File: src/rtl/hilo_divider.sv
// hilo_divider
//   HI/LO result register unit sitting after the ALU in the execute stage.
//   Holds the HI and LO registers, captures multu results, accepts mthi/mtlo
//   writes and runs an iterative restoring divider (div / divu) that writes
//   the quotient to LO and the remainder to HI.
//
// Ports
//   clock        in   1      rising-edge clock
//   reset        in   1      asynchronous, active-low
//   alu_r        in   WIDTH  multu low word
//   alu_r2       in   WIDTH  multu high word
//   wr_hilo      in   1      {hi, lo} <= {alu_r2, alu_r}
//   mthi         in   1      hi <= mt_data
//   mtlo         in   1      lo <= mt_data
//   mt_data      in   WIDTH  data for mthi / mtlo
//   div_start    in   1      start a divide, operands sampled on this edge
//   div_signed   in   1      1 = div (two's complement), 0 = divu
//   div_a        in   WIDTH  dividend
//   div_b        in   WIDTH  divisor
//   hi           out  WIDTH  HI register
//   lo           out  WIDTH  LO register
//   busy         out  1      divide in flight (state != IDLE)
//   div_done     out  1      one-cycle pulse, hi/lo hold the new result
//   div_by_zero  out  1      qualified by div_done, divisor was zero
//   state_dbg    out  2      current FSM state for observation
//
// Handshake: div_start is a single-cycle request that is accepted only when
//   busy is low (the FSM is in IDLE). Every accepted request produces exactly
//   one div_done pulse unless reset aborts it. Requests and register writes
//   presented while busy is high are dropped; the pipeline must stall on busy.
//
// Timing (N = WIDTH / BITS_PER_CYCLE): start at edge 0, PREP at edge 1,
//   N iteration edges, FIX writes HI/LO at edge N+2 with div_done high after
//   it. A zero divisor skips ITER, so the result appears after edge 2.

module hilo_divider #(
    parameter int WIDTH          = 32,
    parameter int BITS_PER_CYCLE = 1    // 1, 2 or 4; must divide WIDTH
) (
    input  logic             clock,
    input  logic             reset,
    input  logic [WIDTH-1:0] alu_r,
    input  logic [WIDTH-1:0] alu_r2,
    input  logic             wr_hilo,
    input  logic             mthi,
    input  logic             mtlo,
    input  logic [WIDTH-1:0] mt_data,
    input  logic             div_start,
    input  logic             div_signed,
    input  logic [WIDTH-1:0] div_a,
    input  logic [WIDTH-1:0] div_b,
    output logic [WIDTH-1:0] hi,
    output logic [WIDTH-1:0] lo,
    output logic             busy,
    output logic             div_done,
    output logic             div_by_zero,
    output logic [1:0]       state_dbg
);

    localparam int N     = WIDTH / BITS_PER_CYCLE;
    localparam int CNT_W = $clog2(N + 1);

    typedef enum logic [1:0] {
        IDLE = 2'd0,
        PREP = 2'd1,
        ITER = 2'd2,
        FIX  = 2'd3
    } state_t;

    state_t state;
    state_t state_next;

    // Divide datapath. quo starts as |dividend| and shifts left one bit per
    // restoring step while quotient bits enter at the bottom, so after N
    // iterations it holds the unsigned quotient.
    logic [WIDTH-1:0] quo;
    logic [WIDTH-1:0] rem;
    logic [WIDTH-1:0] divisor;
    logic [WIDTH-1:0] a_raw;     // original dividend, returned in HI on /0
    logic [CNT_W-1:0] count;
    logic             q_neg;
    logic             r_neg;
    logic             dz;

    // Operand magnitudes for the signed case. -x of the most negative value
    // is itself, which read as unsigned is exactly its magnitude.
    logic [WIDTH-1:0] a_abs;
    logic [WIDTH-1:0] b_abs;
    logic             a_neg;
    logic             b_neg;

    always_comb begin
        a_neg = div_signed & div_a[WIDTH-1];
        b_neg = div_signed & div_b[WIDTH-1];
        a_abs = a_neg ? -div_a : div_a;
        b_abs = b_neg ? -div_b : div_b;
    end

    // One iteration's worth of restoring steps. rem is always below the
    // divisor, so the shifted trial value needs one extra bit.
    logic [WIDTH-1:0] step_rem;
    logic [WIDTH-1:0] step_quo;
    logic [WIDTH:0]   trial;

    always_comb begin
        step_rem = rem;
        step_quo = quo;
        trial    = '0;
        for (int i = 0; i < BITS_PER_CYCLE; i++) begin
            trial    = {step_rem, step_quo[WIDTH-1]};
            step_quo = {step_quo[WIDTH-2:0], 1'b0};
            if (trial >= {1'b0, divisor}) begin
                trial       = trial - {1'b0, divisor};
                step_quo[0] = 1'b1;
            end
            step_rem = trial[WIDTH-1:0];
        end
    end

    // Next-state logic
    always_comb begin
        state_next = state;
        case (state)
            IDLE: begin
                if (div_start) begin
                    state_next = PREP;
                end
            end
            PREP: begin
                state_next = (divisor == '0) ? FIX : ITER;
            end
            ITER: begin
                if (count == CNT_W'(1)) begin
                    state_next = FIX;
                end
            end
            FIX: begin
                state_next = IDLE;
            end
            default: begin
                state_next = IDLE;
            end
        endcase
    end

    // State register and datapath
    always_ff @(posedge clock or negedge reset) begin
        if (!reset) begin
            state       <= IDLE;
            hi          <= '0;
            lo          <= '0;
            quo         <= '0;
            rem         <= '0;
            divisor     <= '0;
            a_raw       <= '0;
            count       <= '0;
            q_neg       <= 1'b0;
            r_neg       <= 1'b0;
            dz          <= 1'b0;
            div_done    <= 1'b0;
            div_by_zero <= 1'b0;
        end else begin
            state       <= state_next;
            div_done    <= 1'b0;
            div_by_zero <= 1'b0;
            case (state)
                IDLE: begin
                    // div_start wins; a same-edge wr_hilo/mthi/mtlo is dropped.
                    if (div_start) begin
                        a_raw   <= div_a;
                        quo     <= a_abs;
                        divisor <= b_abs;
                        q_neg   <= a_neg ^ b_neg;
                        r_neg   <= a_neg;
                    end else if (wr_hilo) begin
                        hi <= alu_r2;
                        lo <= alu_r;
                    end else begin
                        if (mthi) hi <= mt_data;
                        if (mtlo) lo <= mt_data;
                    end
                end
                PREP: begin
                    rem   <= '0;
                    count <= CNT_W'(N);
                    dz    <= (divisor == '0);
                end
                ITER: begin
                    rem   <= step_rem;
                    quo   <= step_quo;
                    count <= count - CNT_W'(1);
                end
                FIX: begin
                    if (dz) begin
                        lo <= '1;
                        hi <= a_raw;
                    end else begin
                        // Quotient truncates toward zero; remainder follows
                        // the dividend's sign.
                        lo <= q_neg ? -quo : quo;
                        hi <= r_neg ? -rem : rem;
                    end
                    div_done    <= 1'b1;
                    div_by_zero <= dz;
                end
                default: begin
                end
            endcase
        end
    end

    assign busy      = (state != IDLE);
    assign state_dbg = state;

endmodule
File: config.mk
export PLATFORM = sky130hd
export DESIGN_NAME = hilo_divider
export DESIGN_NICKNAME = d
export VERILOG_FILES = /design/src/rtl/hilo_divider.sv
export SDC_FILE = /design/constraint.sdc
export NUM_CORES = 1
export LEC_CHECK = 0
export CAP_MARGIN = 30
export CORE_ASPECT_RATIO = 0.8
export CORE_MARGIN = 2
export CORE_UTILIZATION = 25
export DETAILED_ROUTE_END_ITERATION = 10
export GPL_TIMING_DRIVEN = 1
export SLEW_MARGIN = 0
export SYNTH_ARGS = -nofsm -noshare
export SYNTH_HDL_FRONTEND = slang
export SYNTH_SLANG_ARGS = --single-unit
File: constraint.sdc
create_clock -name clock -period 3.1 [get_ports clock]
set_input_delay 0.465 -clock clock [delete_from_list [all_inputs] [get_ports clock]]
set_output_delay 0.465 -clock clock [all_outputs]
set_load 0.01 [all_outputs]
Word-level counts from Yosys, hierarchy flattened. Cells that the tools add are included.

$add $sub $neg: 6. Magnitude comparators: 1. Eq/ne operators: 9. Multiplexer cells: 26. Bitwise operators: 3. Reductions and logical operators: 11.

Operators by type and width (number): 32-bit 2-to-1 mux (14); 32-bit one-hot mux with 2 select lines (4); 32-bit negator (4); 33-bit by 32-bit >= comparator with 1-bit output (1); 32-bit logical NOT (1); 32-bit subtractor (1); 6-bit one-hot mux with 2 select lines (1); 2-bit one-hot mux with 4 select lines (1); 2-bit nonzero test (4); 6-bit by 1-bit equality test with 1-bit output, second input constant (1); 2-bit != test, second input constant (3); 3-bit != test, second input constant (2); 2-bit AND reduction (3); 3-bit AND reduction (2); 6-bit by 1-bit subtractor with 6-bit output, second input constant (1); 2-bit equality test, second input constant (2); 1-bit 2-to-1 mux (4); 2-bit 2-to-1 mux (2); 1-bit AND (2); 2-bit by 1-bit equality test with 1-bit output, second input constant (1); 2-bit logical NOT (1); 1-bit XOR (1).

Bits in registers: 205. Input port bits: 167.

Depth between registers and ports, before layout. Gate-level depths: netlist (run 1).

Depth after elaboration: 4. Gate-level depth with buffers: 13. Mapped depth without buffers: 13.

Worst setup path after synthesis (run 1). No wires, ideal clock.

Kind: flip-flop to flip-flop. From: register rem[17]. To: register rem[28]. Setup time: 0.118 ns. Arrival: 2.829 ns. Path slack: 0.153 ns. Stages on the path, launching flop included: 13. Buffers on the path: 2. Path through: dfrtp_1 > ha_1 > clkbuf_1 > a21oi_1 > o21bai_1 > a221oi_1 > o21ai_0 > or3_1 > o22ai_1 > or2_2 > clkbuf_1 > o22ai_1 > a21o_1.

Longest elaborated chain between the ends: 3.

Ends and longest elaborated chain: start, declared (line 77) `logic [WIDTH-1:0] rem;`; start signal, assigned (line 189) `rem <= step_rem;`; 32-bit subtractor or 33-bit by 32-bit >= comparator with 1-bit output (tied branches) (line 113, 112); 32-bit 2-to-1 mux (*) (line 112) `if (trial >= {1'b0, divisor}) begin`; 32-bit one-hot mux with 2 select lines (*) (line 166) `case (state)`.

Mark *: on every way between the ends. The rest lies on a longest branch, timed or not. A chain may end at the register's enable or synchronous reset.

Worst setup path after layout (run 1).
From: register rem[3]. To: register hi[25].

Longest elaborated chain between the ends: 4.

Ends and longest elaborated chain: 32-bit negator (line 201) `hi <= r_neg ? -rem : rem;`; 32-bit 2-to-1 mux (line 201); 32-bit 2-to-1 mux (line 194) `if (dz) begin`; 32-bit one-hot mux with 2 select lines (line 166); end signal, assigned (line 176) `hi <= alu_r2;`; end signal, assigned (line 196) `hi <= a_raw;`; end signal, assigned (line 201); end, declared (line 52) `output logic [WIDTH-1:0] hi,`.

No other way between the ends.

==> reports/results.ini, run 1 <==
[route]
drt-vias-per-instance = 4.99
wl_met2_um = 22600
first_pass_iters = 5
met1_length_um = 24400
num_vias = 13800
final_antenna_net_count = 0
drc = 0
wire_per_inst_um = 18.9
drt-total-wl_um = 52300
met3_length_um = 3500
first_iter_violations = 1111
top_layer_used = met5

[floorplanning]
start_util = 0.252
core-area_um2 = 55100
row_count = 77
dieWidth_um = 268
io_pins = 236
die_h_um = 215
die-area_um2 = 57600

[logic_synthesis]
synthCells = 1670
yosysMostFrequentCell = nand2_1
synth_edf_count = 0
syn_area_um2 = 13900
ys_types = 63
synth_top_area_cell = dfrtp_1
postSynthAreaPerCell_um2 = 8.33
syn_nets = 1880
async_flop_share = 1.00
synth.area.top_cells = dfrtp_1 37%, o21ai_0 7.2%, nand2_1 6.1%
synth-main-ff-cell = dfrtp_1
ys_ff_latch = 205
yosysSeqAreaShare = 0.369
synth.top_cell.area_share = 0.369
synth_common_cells = 226 x nand2_1, 205 x dfrtp_1, 199 x o21ai_0
synth-warning-count = 0

[grt]
antenna_found_initial = 9
grt_pass1_vias = 13600
grt_first_pass_wirelength_um = 79200
groute.usage.overall = 0.177
grt_max_degree = 100
overflow = 0

[worst_setup_path]
crit_arrival_ns = 3.61
slowest_stage = or4_4
regToRegEndpoint = hi[25]
r2r_start = rem[3]
path_max_fanout = 3
r2r_slack_ns = -0.07
max_stage_delay_ns = 0.57
crit_type = flop to flop
end_kind = flop
cp_common_cell = or4_4
crit_chain = or4_4 -> or4_4 -> or4_4 -> o31ai_4 -> xnor2_1 -> mux2i_1 -> buf_4 -> a21oi_2 -> mux2_4
crit_path_start_kind = flop
crit_buf_inv = 1
reg2regPathDepth = 9
critPathTopFamily = simple AND/OR/NAND/NOR gates
cp.required_ns = 3.54

[timing]
worst_slack_ns = -0.0716
period_share = 1.02
hold_violations = 0
rsz0062_at_grt = true
slew_viol_final = 0
tns_ns = -0.303
tightestPinTransition_ns = 0.938
setup_viol = 9
max_freq_ghz = 0.315
min_period_ns = 3.17
clock_skew_ns = 0.0122
slew_headroom = 0.374

[hold_path]
min_path_type = input port to async pin

[placement]
dpl-instance-area_um2 = 18200
pre_cts_slack_ns = -0.366
io_buffers = 235
gp_congestion = 0.911
place_hpwl_um = 41000

[final_layout]
syn_to_final_growth_pct = 39.6
final_core_util = 0.353
final_area_um2 = 19400
drive_above_1_share = 0.164
fill_cells = 5671
num-nets-final = 2209

[clock_tree]
cts_tree = built
htreeDepth = 1
clock_sinks = 205
root_buffer = clkbuf_16
path_clk_slew_ns = 0.06
clk_path_buf_depth = 3
clk_latency_ns = 0.56
cts_buffers = 26

[power_and_ir_drop]
p_leak_nw = 8.24
p_per_area_nw_per_um2 = 1170
irDropWorstVdd_mv = 0.501

[status]
violations = negative setup slack
status = finished with violations

[run]
cap_viol_max_count = 0

layer usage:
metal  up-vias  track usage
li1       6605            -
met1      6701        0.245
met2       394        0.275
met3        95       0.0371
met4        12       0.0533
met5         -            0
cells by family after synthesis:
group	synth area share
AO/OA/AOI/OAI	0.232
adder cells (fa/ha/maj)	0.0392
buffers and inverters	0.0485
XOR/XNOR	0.0913
multiplexers	0.0620
flip-flops	0.369
AND/OR/NAND/NOR	0.158
worst register-to-register path, delay by kind of cell, from the launching register on:
kind                      cells  cell delay (ns)
DFF                           1             0.38
AOI/OAI and AO/OA             2             0.30
muxes                         2             0.41
xor gates and xnor gates      1             0.10
and+or+nand+nor               3             1.67
buffers and inverters         1             0.18
registers in the layout, indices dropped and copies added, names as in the netlist, 2 cells and up:
signal     flops
a_raw         32
count          6
divisor       32
hi            32
lo            32
quo           32
rem           32
state_dbg      2
cells in the final DEF (no fill, tap or decap), types with 9 or more instances in the layout:
cell and count:
a21oi_1 131, or3_1 15, buf_4 152, or4_1 9
inv_1 78, xor2_1 67, o21ai_0 190, nand4_1 17
nand2b_1 16, o41ai_1 18, clkbuf_16 29, xnor2_1 77
a21oi_2 18, mux2i_1 31, o22ai_1 35, clkdlybuf4s50_1 233
nor2_1 101, nor2b_1 15, a221oi_1 12, mux2_2 48
nand3_1 13, nor4_1 18, buf_12 10, o31ai_1 22
nand2_1 225, a21o_1 28, o21ai_1 11, ha_1 34
o211ai_1 9, dfrtp_1 203, nor3_1 9
through the flow:
step | power, W | hold WS, ns | instances
3_5_place_dp | 0.0185 | 0.467 | 2712
3_3_place_gp | 0.0182 | 0.460 | 2712
5_1_grt | 0.0244 | 0.498 | 2766
6_report | 0.0227 | 0.456 | 2767
4_1_cts | 0.0219 | 0.483 | 2758
2_1_floorplan | 0.0128 | 0.169 | 1670
worst max-delay path by stage:
stage	endpoint	slack, ns	depth (start not counted)	startpoint
finish	hi[25]	-0.07	9	rem[3]
global route	hi[21]	-0.15	10	rem[3]
CTS	hi[25]	-0.05	9	rem[3]
detailed placement	divisor[29]	-0.37	10	div_b[8]
global placement	divisor[29]	-0.43	10	div_b[8]
floorplan	rem[28]	0.15	12	rem[17]
layout make-up:
cell class	instances	area (um^2)	share of cell area
sequential	205	5130	0.264
inverter	79	297	0.0153
timing repair buffer	401	3760	0.194
clock buffer	31	721	0.0371
tap	750	938	0.0483
clock inverter	14	178	0.00915
antenna	1	2.50	0.000129
multi-input combinational	1286	8390	0.432
power breakdown:
part / total, W / internal (W) / switching, W
logic: 0.0144 / 0.00650 / 0.00792
clock network: 0.00320 / 0.00197 / 0.00123
registers: 0.00504 / 0.00392 / 0.00112
total: 0.0227 / 0.0124 / 0.0103
timing repair:
item                       in CTS  in global routing
gates resized for setup        13                 47
hold endpoints to repair       58                  0
setup endpoints to repair      16                 50
cloned                          0                  2
hold buffers                    1                  0
buffers inserted                0                  6
pin swaps                      10                 19
(Power assumes the default switching activity.)
==> inputs of run 2 (changes only) <==
- CORE_UTILIZATION: 25 -> 49
- MAX_ROUTING_LAYER: not set -> met4
- PLACE_DENSITY: not set -> 0.78
==> run 2 against run 1 <==
  * Non-clock buffer count down 10
  * Critical path depth is the same
  * Routed wire length decreased by 5.7%
  * The flow still finishes with violations (negative setup slack)
  * Fmax is 2.6% lower
  * Critical path type unchanged
  * Cell count decreased by 14%
  * Sequential power grew 2%
  * Register-to-register slack got worse by 0.08 ns
  * Via count is 2.5% higher
  * Utilization up 32 points
  * Global-route usage is 15 points higher
==> reports/results.ini, run 2 (same netlist as run 1, synthesis figures left out) <==
[status]
status = finished with violations
violations = negative setup slack

[grt]
overflow = 0
groute.usage.overall = 0.329
antenna_found_initial = 4
grt_first_pass_wirelength_um = 73700
grt_pass1_vias = 13200
grt_max_degree = 73

[floorplanning]
die_h_um = 155
dieWidth_um = 192
row_count = 55
io_pins = 236
core-area_um2 = 28100
start_util = 0.495
die-area_um2 = 29800

[worst_setup_path]
end_kind = flop
reg2regPathDepth = 9
crit_arrival_ns = 3.68
crit_path_start_kind = flop
critical_path.startpoint = rem[3]
cp.required_ns = 3.53
crit_type = flop to flop
path_max_fanout = 7
r2r_slack_ns = -0.15
r2r_start = rem[3]
regToRegEndpoint = hi[22]

[final_layout]
final_cell_mix = 233 x clkdlybuf4s50_1, 223 x nand2_1, 200 x dfrtp_1
syn_to_final_growth_pct = 35.9
fill_cells = 2265
final-seq-area_um2 = 5140
multiInputGateArea_um2 = 8540
drive_above_1_share = 0.163
final_core_util = 0.674
num-nets-final = 2197
final_common_cell = clkdlybuf4s50_1

[clock_tree]
clock_sinks = 205
root_buffer = clkbuf_16
clk_path_buf_depth = 3
cts_buffers = 24
path_clk_slew_ns = 0.06
clk_latency_ns = 0.52
cts_tree = built
htreeDepth = 1

[timing]
tightestPinTransition_ns = 0.877
slew_viol_final = 0
rsz0062_at_grt = true
holdWs_ns = 0.479
setup_viol = 11
slew_headroom = 0.415
hold_violations = 0
clock_skew_ns = 0.0129
tns_ns = -0.737
period_share = 1.05
min_period_ns = 3.25
worst_slack_ns = -0.155
max_freq_ghz = 0.307

[route]
drt-total-wl_um = 49300
drt-vias-per-instance = 5.96
first_pass_iters = 6
wire_per_inst_um = 20.8
first_iter_violations = 1483
final_antenna_net_count = 0
drc = 0
num_vias = 14100

[placement]
place_hpwl_um = 37600
io_buffers = 235
pre_cts_slack_ns = -0.347
gp_congestion = 0.952

[power_and_ir_drop]
p_per_area_nw_per_um2 = 1220
irDropWorstVdd_mv = 0.761
p_leak_nw = 8.14

[hold_path]
min_to = lo[18]
min_path_type = flop to flop
min_from = lo[18]
min_path_cells = 1

[run]
cap_viol_max_count = 0

-- run 2: power breakdown --
group	leakage (nW)	internal (W)	switching, W
sequential	2.58	0.00392	0.00121
combinational	5.18	0.00684	0.00820
clock	0.387	0.00169	0.00116
-- run 2: what timing repair did --
item                       4_1_cts  5_1_grt
pin swaps                        8       39
setup buffers                    2       11
hold endpoints to repair        52        0
setup endpoints to repair       15       54
resized for setup                6       74
gates cloned                     0        2
hold buffers                     1        0
-- run 2: final cells by class --
class,instances,area share
diodes,4,0.000529
clock buffers,29,0.0355
clock inverters,10,0.00562
inverters,79,0.0157
multi-input cells,1286,0.451
flip-flops and latches,205,0.272
well taps,370,0.0245
repair buffers,391,0.195
-- run 2: critical path, stage by stage (launching register included) --
cell	delay [ns]
dfrtp_1	0.39
or4_4	0.57
or2_4	0.25
or3_4	0.36
o41a_1	0.59
a21oi_1	0.22
xor2_1	0.09
o21ai_0	0.37
a21oi_1	0.14
o21ai_0	0.18
-- run 2: layer usage --
| layer | up-vias | share of wire | GRT usage | wire length (um) |
|---|---|---|---|---|
| met5 | - | 0 | - | 0 |
| met4 | 0 | 0.028 | 0.0898 | 1360 |
| met3 | 91 | 0.10 | 0.0783 | 4960 |
| met2 | 651 | 0.44 | 0.474 | 21700 |
| met1 | 6839 | 0.43 | 0.462 | 21300 |
| li1 | 6567 | - | - | - |
-- run 2: metrics by stage --
stage          instances  total power [W]  cell area (um^2)
2_1_floorplan       1670           0.0128             13900
3_3_place_gp        2315           0.0179             17600
3_5_place_dp        2315           0.0183             17600
4_1_cts             2357           0.0214             18400
5_1_grt             2374           0.0245             18900
6_report            2374           0.0230             18900
-- run 2: worst max path at each step --
| stage | slack [ns] | endpoint | cells past startpoint |
|---|---|---|---|
| 2_1_floorplan | 0.15 | rem[28] | 12 |
| 3_5_place_dp | -0.35 | divisor[29] | 10 |
| 3_3_place_gp | -0.32 | divisor[29] | 10 |
| 6_report | -0.15 | hi[22] | 9 |
| 4_1_cts | -0.06 | hi[25] | 9 |
| 5_1_grt | -0.20 | hi[21] | 10 |
